<file path="config.mk">
export PLATFORM = sky130hd
export DESIGN_NAME = led_pattern_sequencer_flat
export DESIGN_NICKNAME = d
export VERILOG_FILES = /design/src/rtl/led_seq_pkg.sv /design/src/rtl/led_pattern_sequencer_if.sv /design/src/rtl/led_pattern_sequencer_tick_gen.sv /design/src/rtl/led_pattern_sequencer.sv /design/src/flat_wrapper.sv
export SDC_FILE = /design/constraint.sdc
export NUM_CORES = 1
export LEC_CHECK = 0
export BUFFER_PORTS_ARGS = -buffer_cell sky130_fd_sc_hd__buf_2
export CAP_MARGIN = 20
export CELL_PAD_IN_SITES_DETAIL_PLACEMENT = 2
export CELL_PAD_IN_SITES_GLOBAL_PLACEMENT = 2
export CORE_MARGIN = 4
export CORE_UTILIZATION = 25
export DETAILED_ROUTE_END_ITERATION = 10
export HOLD_SLACK_MARGIN = 0.03
export PLACE_DENSITY = 0.64
export SYNTH_ARGS = -nofsm -noshare
export SYNTH_HDL_FRONTEND = slang
export SYNTH_SLANG_ARGS = --single-unit
</file>
<file path="constraint.sdc">
create_clock -name clk -period 4.83 [get_ports clk]
set_clock_uncertainty 0.1 [all_clocks]
set_input_delay 1.2075 -clock clk [delete_from_list [all_inputs] [get_ports clk]]
set_output_delay 1.2075 -clock clk [all_outputs]
set_load 0.03 [all_outputs]
</file>
<file path="src/rtl/led_seq_pkg.sv">
// led_seq_pkg: shared constants for the LED pattern sequencer.
//   - parameter defaults (LED width, pattern depth, tick counter width)
//   - playback mode encoding
//   - sequencer state encoding
package led_seq_pkg;

  localparam int LED_W_DEF  = 8;
  localparam int DEPTH_DEF  = 8;
  localparam int TICK_W_DEF = 28;

  localparam logic [1:0] MODE_ONESHOT  = 2'b00;
  localparam logic [1:0] MODE_LOOP     = 2'b01;
  localparam logic [1:0] MODE_PINGPONG = 2'b10;
  localparam logic [1:0] MODE_HOLD     = 2'b11;

  localparam logic [1:0] ST_IDLE     = 2'b00;
  localparam logic [1:0] ST_RUN      = 2'b01;
  localparam logic [1:0] ST_HOLDLAST = 2'b10;

endpackage

</file>
<file path="src/rtl/led_pattern_sequencer_if.sv">
// led_pattern_sequencer_if: control, pattern-write and status signals of the
// LED pattern sequencer.
//   master: drives start/stop/mode/seq_len/step_ticks and the write port,
//           observes led/busy/done/idx
//   slave : the sequencer side
interface led_pattern_sequencer_if #(
  parameter int LED_W  = 8,
  parameter int DEPTH  = 8,
  parameter int TICK_W = 28
) ();
  localparam int AW = $clog2(DEPTH);
  localparam int LW = AW + 1;

  logic              start;
  logic              stop;
  logic [1:0]        mode;
  logic [LW-1:0]     seq_len;
  logic [TICK_W-1:0] step_ticks;
  logic              wr_en;
  logic [AW-1:0]     wr_addr;
  logic [LED_W-1:0]  wr_data;
  logic [LED_W-1:0]  led;
  logic              busy;
  logic              done;
  logic [AW-1:0]     idx;

  modport master (
    output start, stop, mode, seq_len, step_ticks, wr_en, wr_addr, wr_data,
    input  led, busy, done, idx
  );

  modport slave (
    input  start, stop, mode, seq_len, step_ticks, wr_en, wr_addr, wr_data,
    output led, busy, done, idx
  );
endinterface

</file>
<file path="src/rtl/led_pattern_sequencer_tick_gen.sv">
// tick_gen: step-duration timer.
//   clk, rst_n : clock, async active-low reset
//   load       : restart the count at 1 (first clock of a new step)
//   en         : count while a sequence is running
//   period     : clocks per step; 0 behaves as 1
//   tick       : high on the last clock of the current step
// The counter runs 1..max(period,1) and wraps, so it can never overflow.
module tick_gen #(
  parameter int TICK_W = 28
) (
  input  logic              clk,
  input  logic              rst_n,
  input  logic              load,
  input  logic              en,
  input  logic [TICK_W-1:0] period,
  output logic              tick
);
  logic [TICK_W-1:0] cnt_q;
  logic [TICK_W-1:0] period_eff;

  assign period_eff = (period == '0) ? TICK_W'(1) : period;
  assign tick       = en && (cnt_q == period_eff);

  always_ff @(posedge clk or negedge rst_n) begin
    if (!rst_n) begin
      cnt_q <= '0;
    end else if (load) begin
      cnt_q <= TICK_W'(1);
    end else if (en) begin
      cnt_q <= tick ? TICK_W'(1) : cnt_q + TICK_W'(1);
    end
  end
endmodule

</file>
<file path="src/rtl/led_pattern_sequencer.sv">
// led_pattern_sequencer: plays a table of LED patterns, one entry per step.
//   clk, rst_n : clock, async active-low reset
//   bus.slave  : start/stop/mode/seq_len/step_ticks control, pattern write
//                port (wr_en/wr_addr/wr_data), led/busy/done/idx status
//
// state       | meaning
// ST_IDLE     | no sequence; led=0
// ST_RUN      | stepping through entries; led follows mem[idx]
// ST_HOLDLAST | HOLD mode finished; led follows mem[L-1]
module led_pattern_sequencer
  import led_seq_pkg::*;
#(
  parameter int LED_W  = LED_W_DEF,
  parameter int DEPTH  = DEPTH_DEF,
  parameter int TICK_W = TICK_W_DEF
) (
  input logic                    clk,
  input logic                    rst_n,
  led_pattern_sequencer_if.slave bus
);
  localparam int AW = $clog2(DEPTH);
  localparam int LW = AW + 1;
  localparam logic [LW-1:0] DEPTH_L = LW'(DEPTH);

  logic [1:0]        state_q;
  logic [1:0]        mode_q;
  logic [LW-1:0]     len_q;
  logic [TICK_W-1:0] ticks_q;
  logic [AW-1:0]     idx_q, idx_nxt, last_idx;
  logic              dir_q, dir_nxt;     // pingpong: 0 = counting up
  logic [LED_W-1:0]  led_q;
  logic              busy_q, done_q;
  logic [LED_W-1:0]  mem_q [DEPTH];
  logic              tick;
  logic              start_ok;
  logic [LW-1:0]     len_in;
  logic              seq_end;

  assign start_ok = bus.start && !bus.stop && (state_q != ST_RUN);
  assign len_in   = (bus.seq_len > DEPTH_L) ? DEPTH_L : bus.seq_len;
  assign last_idx = AW'(len_q - LW'(1));
  assign seq_end  = tick && (idx_q == last_idx) &&
                    ((mode_q == MODE_ONESHOT) || (mode_q == MODE_HOLD));

  assign bus.led  = led_q;
  assign bus.busy = busy_q;
  assign bus.done = done_q;
  assign bus.idx  = idx_q;

  tick_gen #(.TICK_W(TICK_W)) u_tick_gen (
    .clk    (clk),
    .rst_n  (rst_n),
    .load   (start_ok),
    .en     (state_q == ST_RUN),
    .period (ticks_q),
    .tick   (tick)
  );

  always_ff @(posedge clk or negedge rst_n) begin
    if (!rst_n) begin
      for (int i = 0; i < DEPTH; i++) mem_q[i] <= '0;
    end else if (bus.wr_en) begin
      mem_q[bus.wr_addr] <= bus.wr_data;
    end
  end

  always_comb begin
    idx_nxt = idx_q;
    dir_nxt = dir_q;
    if (tick) begin
      case (mode_q)
        MODE_LOOP: idx_nxt = (idx_q == last_idx) ? '0 : idx_q + AW'(1);
        MODE_PINGPONG: begin
          if (last_idx == '0) begin
            idx_nxt = '0;
          end else if (!dir_q) begin
            if (idx_q == last_idx) begin
              idx_nxt = idx_q - AW'(1);
              dir_nxt = 1'b1;
            end else begin
              idx_nxt = idx_q + AW'(1);
            end
          end else begin
            if (idx_q == '0) begin
              idx_nxt = AW'(1);
              dir_nxt = 1'b0;
            end else begin
              idx_nxt = idx_q - AW'(1);
            end
          end
        end
        default:   idx_nxt = idx_q + AW'(1);
      endcase
    end
  end

  // led is loaded from mem[idx_nxt] so it lines up with idx; a write to the
  // displayed entry shows one cycle after its write edge.
  always_ff @(posedge clk or negedge rst_n) begin
    if (!rst_n) begin
      state_q <= ST_IDLE;
      mode_q  <= '0;
      len_q   <= '0;
      ticks_q <= '0;
      idx_q   <= '0;
      dir_q   <= 1'b0;
      led_q   <= '0;
      busy_q  <= 1'b0;
      done_q  <= 1'b0;
    end else begin
      done_q <= 1'b0;
      if (bus.stop) begin
        state_q <= ST_IDLE;
        idx_q   <= '0;
        dir_q   <= 1'b0;
        led_q   <= '0;
        busy_q  <= 1'b0;
      end else if (start_ok) begin
        mode_q  <= bus.mode;
        len_q   <= len_in;
        ticks_q <= bus.step_ticks;
        idx_q   <= '0;
        dir_q   <= 1'b0;
        if (len_in == '0) begin
          state_q <= ST_IDLE;
          led_q   <= '0;
          busy_q  <= 1'b0;
          done_q  <= 1'b1;
        end else begin
          state_q <= ST_RUN;
          led_q   <= mem_q[0];
          busy_q  <= 1'b1;
        end
      end else begin
        case (state_q)
          ST_RUN: begin
            if (seq_end) begin
              busy_q <= 1'b0;
              done_q <= 1'b1;
              if (mode_q == MODE_HOLD) begin
                state_q <= ST_HOLDLAST;
                led_q   <= mem_q[last_idx];
              end else begin
                state_q <= ST_IDLE;
                idx_q   <= '0;
                led_q   <= '0;
              end
            end else begin
              idx_q <= idx_nxt;
              dir_q <= dir_nxt;
              led_q <= mem_q[idx_nxt];
            end
          end
          ST_HOLDLAST: led_q <= mem_q[last_idx];
          default: ;
        endcase
      end
    end
  end
endmodule

</file>
<file path="src/flat_wrapper.sv">
// flat-port wrapper written by rule: the top's interface ports become plain ports
module led_pattern_sequencer_flat import led_seq_pkg::*;
#(
  parameter int LED_W  = LED_W_DEF,
  parameter int DEPTH  = DEPTH_DEF,
  parameter int TICK_W = TICK_W_DEF
)
  (clk, rst_n, bus_start, bus_stop, bus_mode, bus_seq_len, bus_step_ticks, bus_wr_en, bus_wr_addr, bus_wr_data, bus_led, bus_busy, bus_done, bus_idx);
  led_pattern_sequencer_if #(.LED_W(LED_W), .DEPTH(DEPTH), .TICK_W(TICK_W)) bus_i ();
  input logic clk;
  input logic rst_n;
  input wire logic [$bits(bus_i.start)-1:0] bus_start;
  input wire logic [$bits(bus_i.stop)-1:0] bus_stop;
  input wire logic [$bits(bus_i.mode)-1:0] bus_mode;
  input wire logic [$bits(bus_i.seq_len)-1:0] bus_seq_len;
  input wire logic [$bits(bus_i.step_ticks)-1:0] bus_step_ticks;
  input wire logic [$bits(bus_i.wr_en)-1:0] bus_wr_en;
  input wire logic [$bits(bus_i.wr_addr)-1:0] bus_wr_addr;
  input wire logic [$bits(bus_i.wr_data)-1:0] bus_wr_data;
  output wire logic [$bits(bus_i.led)-1:0] bus_led;
  output wire logic [$bits(bus_i.busy)-1:0] bus_busy;
  output wire logic [$bits(bus_i.done)-1:0] bus_done;
  output wire logic [$bits(bus_i.idx)-1:0] bus_idx;
  assign bus_i.start = bus_start;
  assign bus_i.stop = bus_stop;
  assign bus_i.mode = bus_mode;
  assign bus_i.seq_len = bus_seq_len;
  assign bus_i.step_ticks = bus_step_ticks;
  assign bus_i.wr_en = bus_wr_en;
  assign bus_i.wr_addr = bus_wr_addr;
  assign bus_i.wr_data = bus_wr_data;
  assign bus_led = bus_i.led;
  assign bus_busy = bus_i.busy;
  assign bus_done = bus_i.done;
  assign bus_idx = bus_i.idx;
  led_pattern_sequencer #(.LED_W(LED_W), .DEPTH(DEPTH), .TICK_W(TICK_W)) u_core (.clk(clk), .rst_n(rst_n), .bus(bus_i));
endmodule
</file>
# Yosys cells after proc, flatten, opt, wreduce, memory -nomap -nowiden
# Cells that the tools add are included.
[totals] reg_bits=141 inputBits=50 out_inout_bits=13 word_cells=123
[op_classes] add_sub_neg=4 order_cmp=5 n_eq_ne=11 n_mux=58 bitwise_logic=4 n_reduce_logical=23
[op_table] op="28-bit two-way mux" n=4
[op_table] op="8-bit two-way mux" n=10
[op_table] op="64-bit bitwise mux" n=1
[op_table] op="8-bit binary-select mux with 3-bit select" n=2
[op_table] op="3-bit two-way mux" n=11
[op_table] op="28-bit by 1-bit adder with 28-bit output, second input constant" n=1
[op_table] op="28-bit equality test" n=1
[op_table] op="28-bit logical NOT" n=1
[op_table] op="8-bit demux with 3-bit select" n=1
[op_table] op="1-bit two-way mux" n=21
[op_table] op="8-bit case mux with 2 select lines" n=1
[op_table] op="4-bit >= comparator, second input constant" n=3
[op_table] op="3-bit inverter with 4-bit output" n=3
[op_table] op="3-bit nonzero test" n=4
[op_table] op="2-bit two-way mux" n=5
[op_table] op="2-bit equality test, second input constant" n=3
[op_table] op="1-bit logical AND" n=6
[op_table] op="3-bit logical NOT" n=2
[op_table] op="3-bit by 2-bit != test with 1-bit output, second input constant" n=2
[op_table] op="3-bit case mux with 2 select lines" n=1
[op_table] op="2-bit AND reduction" n=3
[op_table] op="3-bit by 1-bit subtractor with 3-bit output, second input constant" n=2
[op_table] op="5-bit AND reduction" n=1
[op_table] op="2-bit by 1-bit equality test with 1-bit output, second input constant" n=2
[op_table] op="other kinds (14)" n=14

# Depth between registers and ports, before layout
[depth] word_depth=15 depth_mapped=15 depth_no_buf=11

# Cells and area by module
# Synthesis repeated with hierarchy kept, for this count alone.
[hier_totals] cells_unflattened=742 area_unflattened_um2=8304.2
[by_module_without_submodules] mod="led_pattern_sequencer" n_inst=1 cells_per_inst=479 area_per_inst_um2=6104.6 seq_area_each_um2=2802.7
[by_module_without_submodules] mod="tick_gen" n_inst=1 cells_per_inst=263 area_per_inst_um2=2199.6 seq_area_each_um2=700.7

# Worst setup path before layout
# No wires, ideal clock.
[synth_path] path_kind="register -> register" from="reg u_core.len_q[0]" to="reg u_core.led_q[5], in the netlist u_core.bus.led[5]" setup_time_ns=0.136 arrival_time_ns=3.426 required_time_ns=4.594 setup_slack_ns=1.168 stages_incl_launch_ff=16 n_path_buf=5 period_less_slack_ns=3.662 path_cell_list="dfrtp_1 buf_2 buf_1 inv_1 ha_1 clkbuf_1 xor2_1 nand3b_1 nand3b_1 o221a_1 nand2b_1 buf_4 buf_2 a21o_1 a31oi_1 o211ai_1"
[synth_between] elab_chain_len=15 elab_cells_between_ends=24 cone_classes="add/sub: 1; eq/ne: 1; mux: 17; bitwise: 2; reduce/logical: 3"
[synth_lines] item="from (decl)" line="led_pattern_sequencer.sv:27" rtl="logic [LW-1:0] len_q;"
[synth_lines] item="from (signal assigned)" line="led_pattern_sequencer.sv:120" rtl="len_q <= len_in;"
[synth_lines] item="3-bit by 1-bit subtractor with 3-bit output *" line="led_pattern_sequencer.sv:41" rtl="assign last_idx = AW'(len_q - LW'(1));"
[synth_lines] item="3-bit equality test" line="led_pattern_sequencer.sv:42, led_pattern_sequencer.sv:72, led_pattern_sequencer.sv:77"
[synth_lines] item="3-bit two-way mux" line="led_pattern_sequencer.sv:77" rtl="if (idx_q == last_idx) begin"
[synth_lines] item="3-bit two-way mux" line="led_pattern_sequencer.sv:76" rtl="end else if (!dir_q) begin"
[synth_lines] item="3-bit two-way mux" line="led_pattern_sequencer.sv:74" rtl="if (last_idx == '0) begin"
[synth_lines] item="3-bit case mux with 2 select lines" line="led_pattern_sequencer.sv:71" rtl="case (mode_q)"
[synth_lines] item="3-bit two-way mux" line="led_pattern_sequencer.sv:70" rtl="if (tick) begin"
[synth_lines] item="3-bit inverter with 4-bit output (not written as such)" line="led_pattern_sequencer.sv:151" rtl="led_q <= mem_q[idx_nxt];"
[synth_lines] item="8-bit binary-select mux with 3-bit select" line="led_pattern_sequencer.sv:151"
[synth_lines] item="8-bit two-way mux (not written as such) (2 in series)" line="led_pattern_sequencer.sv:151"
[synth_lines] item="8-bit two-way mux" line="led_pattern_sequencer.sv:137" rtl="if (seq_end) begin"
[synth_lines] item="8-bit case mux with 2 select lines *" line="led_pattern_sequencer.sv:135" rtl="case (state_q)"
[synth_lines] item="8-bit two-way mux *" line="led_pattern_sequencer.sv:118" rtl="end else if (start_ok) begin"
[synth_lines] item="8-bit two-way mux *" line="led_pattern_sequencer.sv:112" rtl="if (bus.stop) begin"
[synth_lines] item="to (signal assigned)" line="led_pattern_sequencer.sv:131" rtl="led_q <= mem_q[0];"
[synth_lines] item="to (signal assigned)" line="led_pattern_sequencer.sv:142" rtl="led_q <= mem_q[last_idx];"
[synth_lines] item="to (signal assigned)" line="led_pattern_sequencer.sv:151"
[synth_lines] item="to (decl)" line="led_pattern_sequencer.sv:31" rtl="logic [LED_W-1:0] led_q;"
# Every way passes the cells marked *; elsewhere a longest branch is shown, timed or not. The select of a mux whose other input is x is not followed.
# A chain may end at the register's enable or synchronous reset.

# Final worst setup path
[layout_path] from="reg u_core.state_q[0]" to="reg u_core.led_q[1], in the netlist u_core.bus.led[1]"
[layout_between] elab_chain_len=11 elab_cells_between_ends=17 cone_classes="eq/ne: 3; mux: 8; bitwise: 1; reduce/logical: 5"
[layout_lines] item="from (decl)" line="led_pattern_sequencer.sv:25" rtl="logic [1:0] state_q;"
[layout_lines] item="from (signal assigned)" line="led_pattern_sequencer.sv:101" rtl="state_q <= ST_IDLE;"
[layout_lines] item="from (signal assigned)" line="led_pattern_sequencer.sv:113" rtl="state_q <= ST_IDLE;"
[layout_lines] item="from (signal assigned)" line="led_pattern_sequencer.sv:125" rtl="state_q <= ST_IDLE;"
[layout_lines] item="2-bit by 1-bit equality test with 1-bit output" line="led_pattern_sequencer.sv:54, led_pattern_sequencer.sv:135"
[layout_lines] item="1-bit logical AND" line="led_pattern_sequencer_tick_gen.sv:22" rtl="assign tick = en && (cnt_q == period_eff);"
[layout_lines] item="3-bit two-way mux" line="led_pattern_sequencer.sv:70"
[layout_lines] item="3-bit inverter with 4-bit output (not written as such)" line="led_pattern_sequencer.sv:151"
[layout_lines] item="8-bit binary-select mux with 3-bit select" line="led_pattern_sequencer.sv:151"
[layout_lines] item="8-bit two-way mux (not written as such) (2 in series)" line="led_pattern_sequencer.sv:151"
[layout_lines] item="8-bit two-way mux" line="led_pattern_sequencer.sv:137"
[layout_lines] item="8-bit case mux with 2 select lines" line="led_pattern_sequencer.sv:135"
[layout_lines] item="8-bit two-way mux" line="led_pattern_sequencer.sv:118"
[layout_lines] item="8-bit two-way mux" line="led_pattern_sequencer.sv:112"
# Parallel ways exist; a longest one is shown, timed or not. The select of a mux whose other input is x is not followed.

==> impl_metrics.tcl <==
set metrics [dict create \
    ioPinCount 63 \
    drc_errors 0 \
    cp.required_ps 5080 \
    core_area_um2 30800 \
    post-route-util_pct 30.1 \
    cts_root_buffer "clkbuf_16" \
    ant_nets 0 \
    ctsHtreeMaxLevel 4 \
    ys.flop_type "dfrtp_1" \
    antenna_found_initial 0 \
    max_cap_violations 0 \
    yosysUniqueCellTypes 62 \
    start_kind "register" \
    cts.clk_slew.worst_paths_ps 60 \
    power_leakage_nw 3.87 \
    synth.top_cell.area_share_pct 44.4 \
    grt_pass1_vias 6918 \
    tightest_slew_ps 1040 \
    nets 875 \
    relSlewSlack_pct 30.6 \
    netlist_instances 755 \
    powerDensity_nw_per_um2 410 \
    drive_above_1_share_pct 27.0 \
    r2r_setup_slack_ps 1050 \
    totalWireLength_um 26500 \
    slew_viol_final 0 \
    cpPeakStageDelay_ps 640 \
    path_class "reg2reg" \
    fin_hold_ws_ps 424 \
    max-vdd-ir-drop_v 0.000253 \
    first_iter_violations 243 \
    yosysTopAreaCell "dfrtp_1" \
    rr_worst_depth 8 \
    fp.dieArea_um2 34400 \
    dp.cells 1192 \
    syn_area_um2 7880 \
    detail_route.wl_per_cell_um 21.6 \
    fin_crit_sh_pct 78.3 \
    status "finished, final reports clean" \
    hold_viol 0 \
    gp_congestion 0.772 \
    rows 64 \
    viasPerCell 5.13 \
    synth_area_per_cell_um2 10.4 \
    setup_viol 0 \
    dp_slack_ps 1020 \
    dp_hpwl_um 18300 \
    grt-ovfl-total 0 \
    crit_chain "nor2b_1 -> nand4_1 -> nor4_2 -> nand4_1 -> a211o_1 -> a211oi_2 -> o21ai_0 -> o211ai_1" \
    cts_made_buffers 17 \
    track_usage_pct 15.8 \
    post_cts_buffers 0 \
    insertion_delay_ps 430 \
    synth_nets 815 \
    fmax_mhz 264 \
    async_flop_share_pct 100 \
    p_int_mw 2.65 \
    start_util_pct 25.6 \
    die_height_um 186 \
    vias 6268 \
    netlist_top_cells_area "dfrtp_1, mux2_2, nand2_1" \
    clkPwrFrac_pct 36.3 \
    arrival_ps 4030 \
    crit_fanout 11 \
    p_sw_mw 1.16 \
    hold_depth 1 \
    fin_tns_setup_ps 0 \
    combPwrFrac_pct 22.4 \
    cpMostUsedCell "nand4_1" \
    grt_pass1_wl_um 41600 \
    fin_ws_ps 1050 \
    cts-hold-fix-buffers 0 \
    clk_path_buf_depth 2 \
    rsz0062_at_grt "no" \
    cts.sinks 140 \
    ys_ff_latch 140 \
    critPathCaptureType "register" \
    first_pass_iters 4 \
    seqPwrFrac_pct 41.3 \
    die_w_um 186 \
    cts_tree "yes" \
    min_period_ps 3780 \
    grt_max_degree 65 \
    seq_area_frac_synth_pct 44.4 \
    synth_edf_count 0 \
    yosysWarnings 0 \
    swShare_pct 30.5 \
    numPortBuffers 62 \
    slowest_stage "a211oi_2" \
    syn2layout_area_growth_pct 17.9 \
    cts_resized 0 \
    hold_class "reg2reg" \
    finalNonFillerCells 1223 \
]
per-layer routing:
| metal | part of all wire [%] | global-route usage [%] |
|---|---|---|
| met4 | 1.8 | 5.16 |
| met5 | 0 | 0 |
| met1 | 45 | 20.0 |
| met3 | 2.3 | 2.42 |
| met2 | 51 | 27.8 |
sequential cells by signal, indices dropped and copies added (netlist names):
register                 flops
u_core.len_q                 3
u_core.bus.done              1
u_core.mem_q                64
u_core.ticks_q              28
u_core.bus.led               8
u_core.mode_q                2
u_core.u_tick_gen.cnt_q     28
u_core.bus.idx               3
u_core.dir_q                 1
u_core.state_q               2
through the flow:
stage | power (mW) | instance area [um^2]
final | 3.81 | 9290
after detailed placement | 2.45 | 8690
after floorplan | 2.12 | 7880
after global placement | 2.43 | 8690
after global routing | 4.02 | 9290
after CTS | 3.87 | 9290
synthesized netlist by cell type, types with 2 or more instances:
library cell and instances:
inv_1 16, and3_1 25, o21ai_1 2, xor2_1 19
buf_4 3, mux4_2 16, nand4_1 8, nand2b_1 7
a21o_1 11, nor3b_1 2, nand4b_1 3, nor3_1 6
clkbuf_1 22, or3_1 8, nand2_1 102, o32ai_1 8
o21ai_0 54, a31o_2 8, o31ai_1 7, a21oi_1 8
nor2b_1 5, or4_4 2, nand3b_1 5, and2_1 2
a22o_1 2, nor2_1 33, nor4_1 13, a31oi_1 9
xnor2_1 23, a22oi_1 11, buf_2 5, mux2_2 81
buf_6 2, buf_1 5, dfrtp_1 140, nand3_1 16
ha_1 10, o211ai_1 8, a21boi_0 25
power by group through the flow:
stage / Clock, mW / Combinational [mW] / Sequential (mW)
after floorplan: 0 / 0.591 / 1.53
after global placement: 0 / 0.842 / 1.58
after detailed placement: 0 / 0.859 / 1.60
after CTS: 1.43 / 0.870 / 1.58
after global routing: 1.47 / 0.940 / 1.60
final: 1.38 / 0.854 / 1.57
cell usage in the layout (no fill, tap or decap), drive strengths merged, types with 5 or more instances in the layout:
cell / instances
o211ai: 8
o21ai: 56
a21boi: 25
nand3b: 5
xnor2: 23
clkbuf: 18
dfrtp: 140
buf: 78
or3: 8
a21oi: 8
mux4: 16
clkinv: 5
nand2: 102
a31o: 9
o32ai: 8
mux2: 81
nand3: 16
a31oi: 10
nor3: 6
a21o: 11
nor2: 33
nand2b: 7
ha: 10
nor4: 14
a22oi: 11
nor2b: 5
inv: 17
nand4: 8
and3: 25
o31ai: 7
xor2: 19
final timing paths:
| kind | startpoint | to |
|---|---|---|
| setup / recovery | u_core.state_q[0]$_DFFE_PN0P_ | u_core.bus.led[1]$_DFFE_PN0P_ |
| hold / removal | u_core.mem_q[35]$_DFFE_PN0P_ | u_core.mem_q[35]$_DFFE_PN0P_ |
| setup reg to reg | u_core.state_q[0]$_DFFE_PN0P_ | u_core.bus.led[1]$_DFFE_PN0P_ |
| hold reg to reg | u_core.mem_q[35]$_DFFE_PN0P_ | u_core.mem_q[35]$_DFFE_PN0P_ |
| max in group asynchronous | rst_n | u_core.bus.led[3]$_DFFE_PN0P_ |
| min in group asynchronous | rst_n | u_core.u_tick_gen.cnt_q[23]$_DFFE_PN0P_ |
logic make-up (layout without fill, tap and decap cells):
| group | after synthesis | count (layout) | share of synthesized area [%] |
|---|---|---|---|
| simple gates | 243 | 243 | 15.2 |
| fa+ha+maj | 10 | 10 | 1.59 |
| mux | 97 | 97 | 16.1 |
| other cells | 0 | 1 | 0 |
| flops | 140 | 140 | 44.4 |
| compound gates | 169 | 169 | 14.7 |
| xor+xnor | 43 | 43 | 4.97 |
| buf+inv | 53 | 124 | 2.94 |
cell type report:
cell class,instances,area [um^2]
Multi-Input combinational cell,562,4170
Clock inverter,12,173
Sequential cell,140,3500
Timing Repair Buffer,78,462
Inverter,16,60.1
Clock buffer,18,429
Tap cell,396,495
Fill cell,3359,21500
Antenna cell,1,2.50
worst max-delay path, delay by kind of cell, from the launching register on:
family | cells | cell delay (ps)
AOI/OAI and AO/OA | 4 | 1460
DFF | 1 | 430
and+or+nand+nor | 4 | 1700
Note: power is estimated with default switching activity, not from simulation.
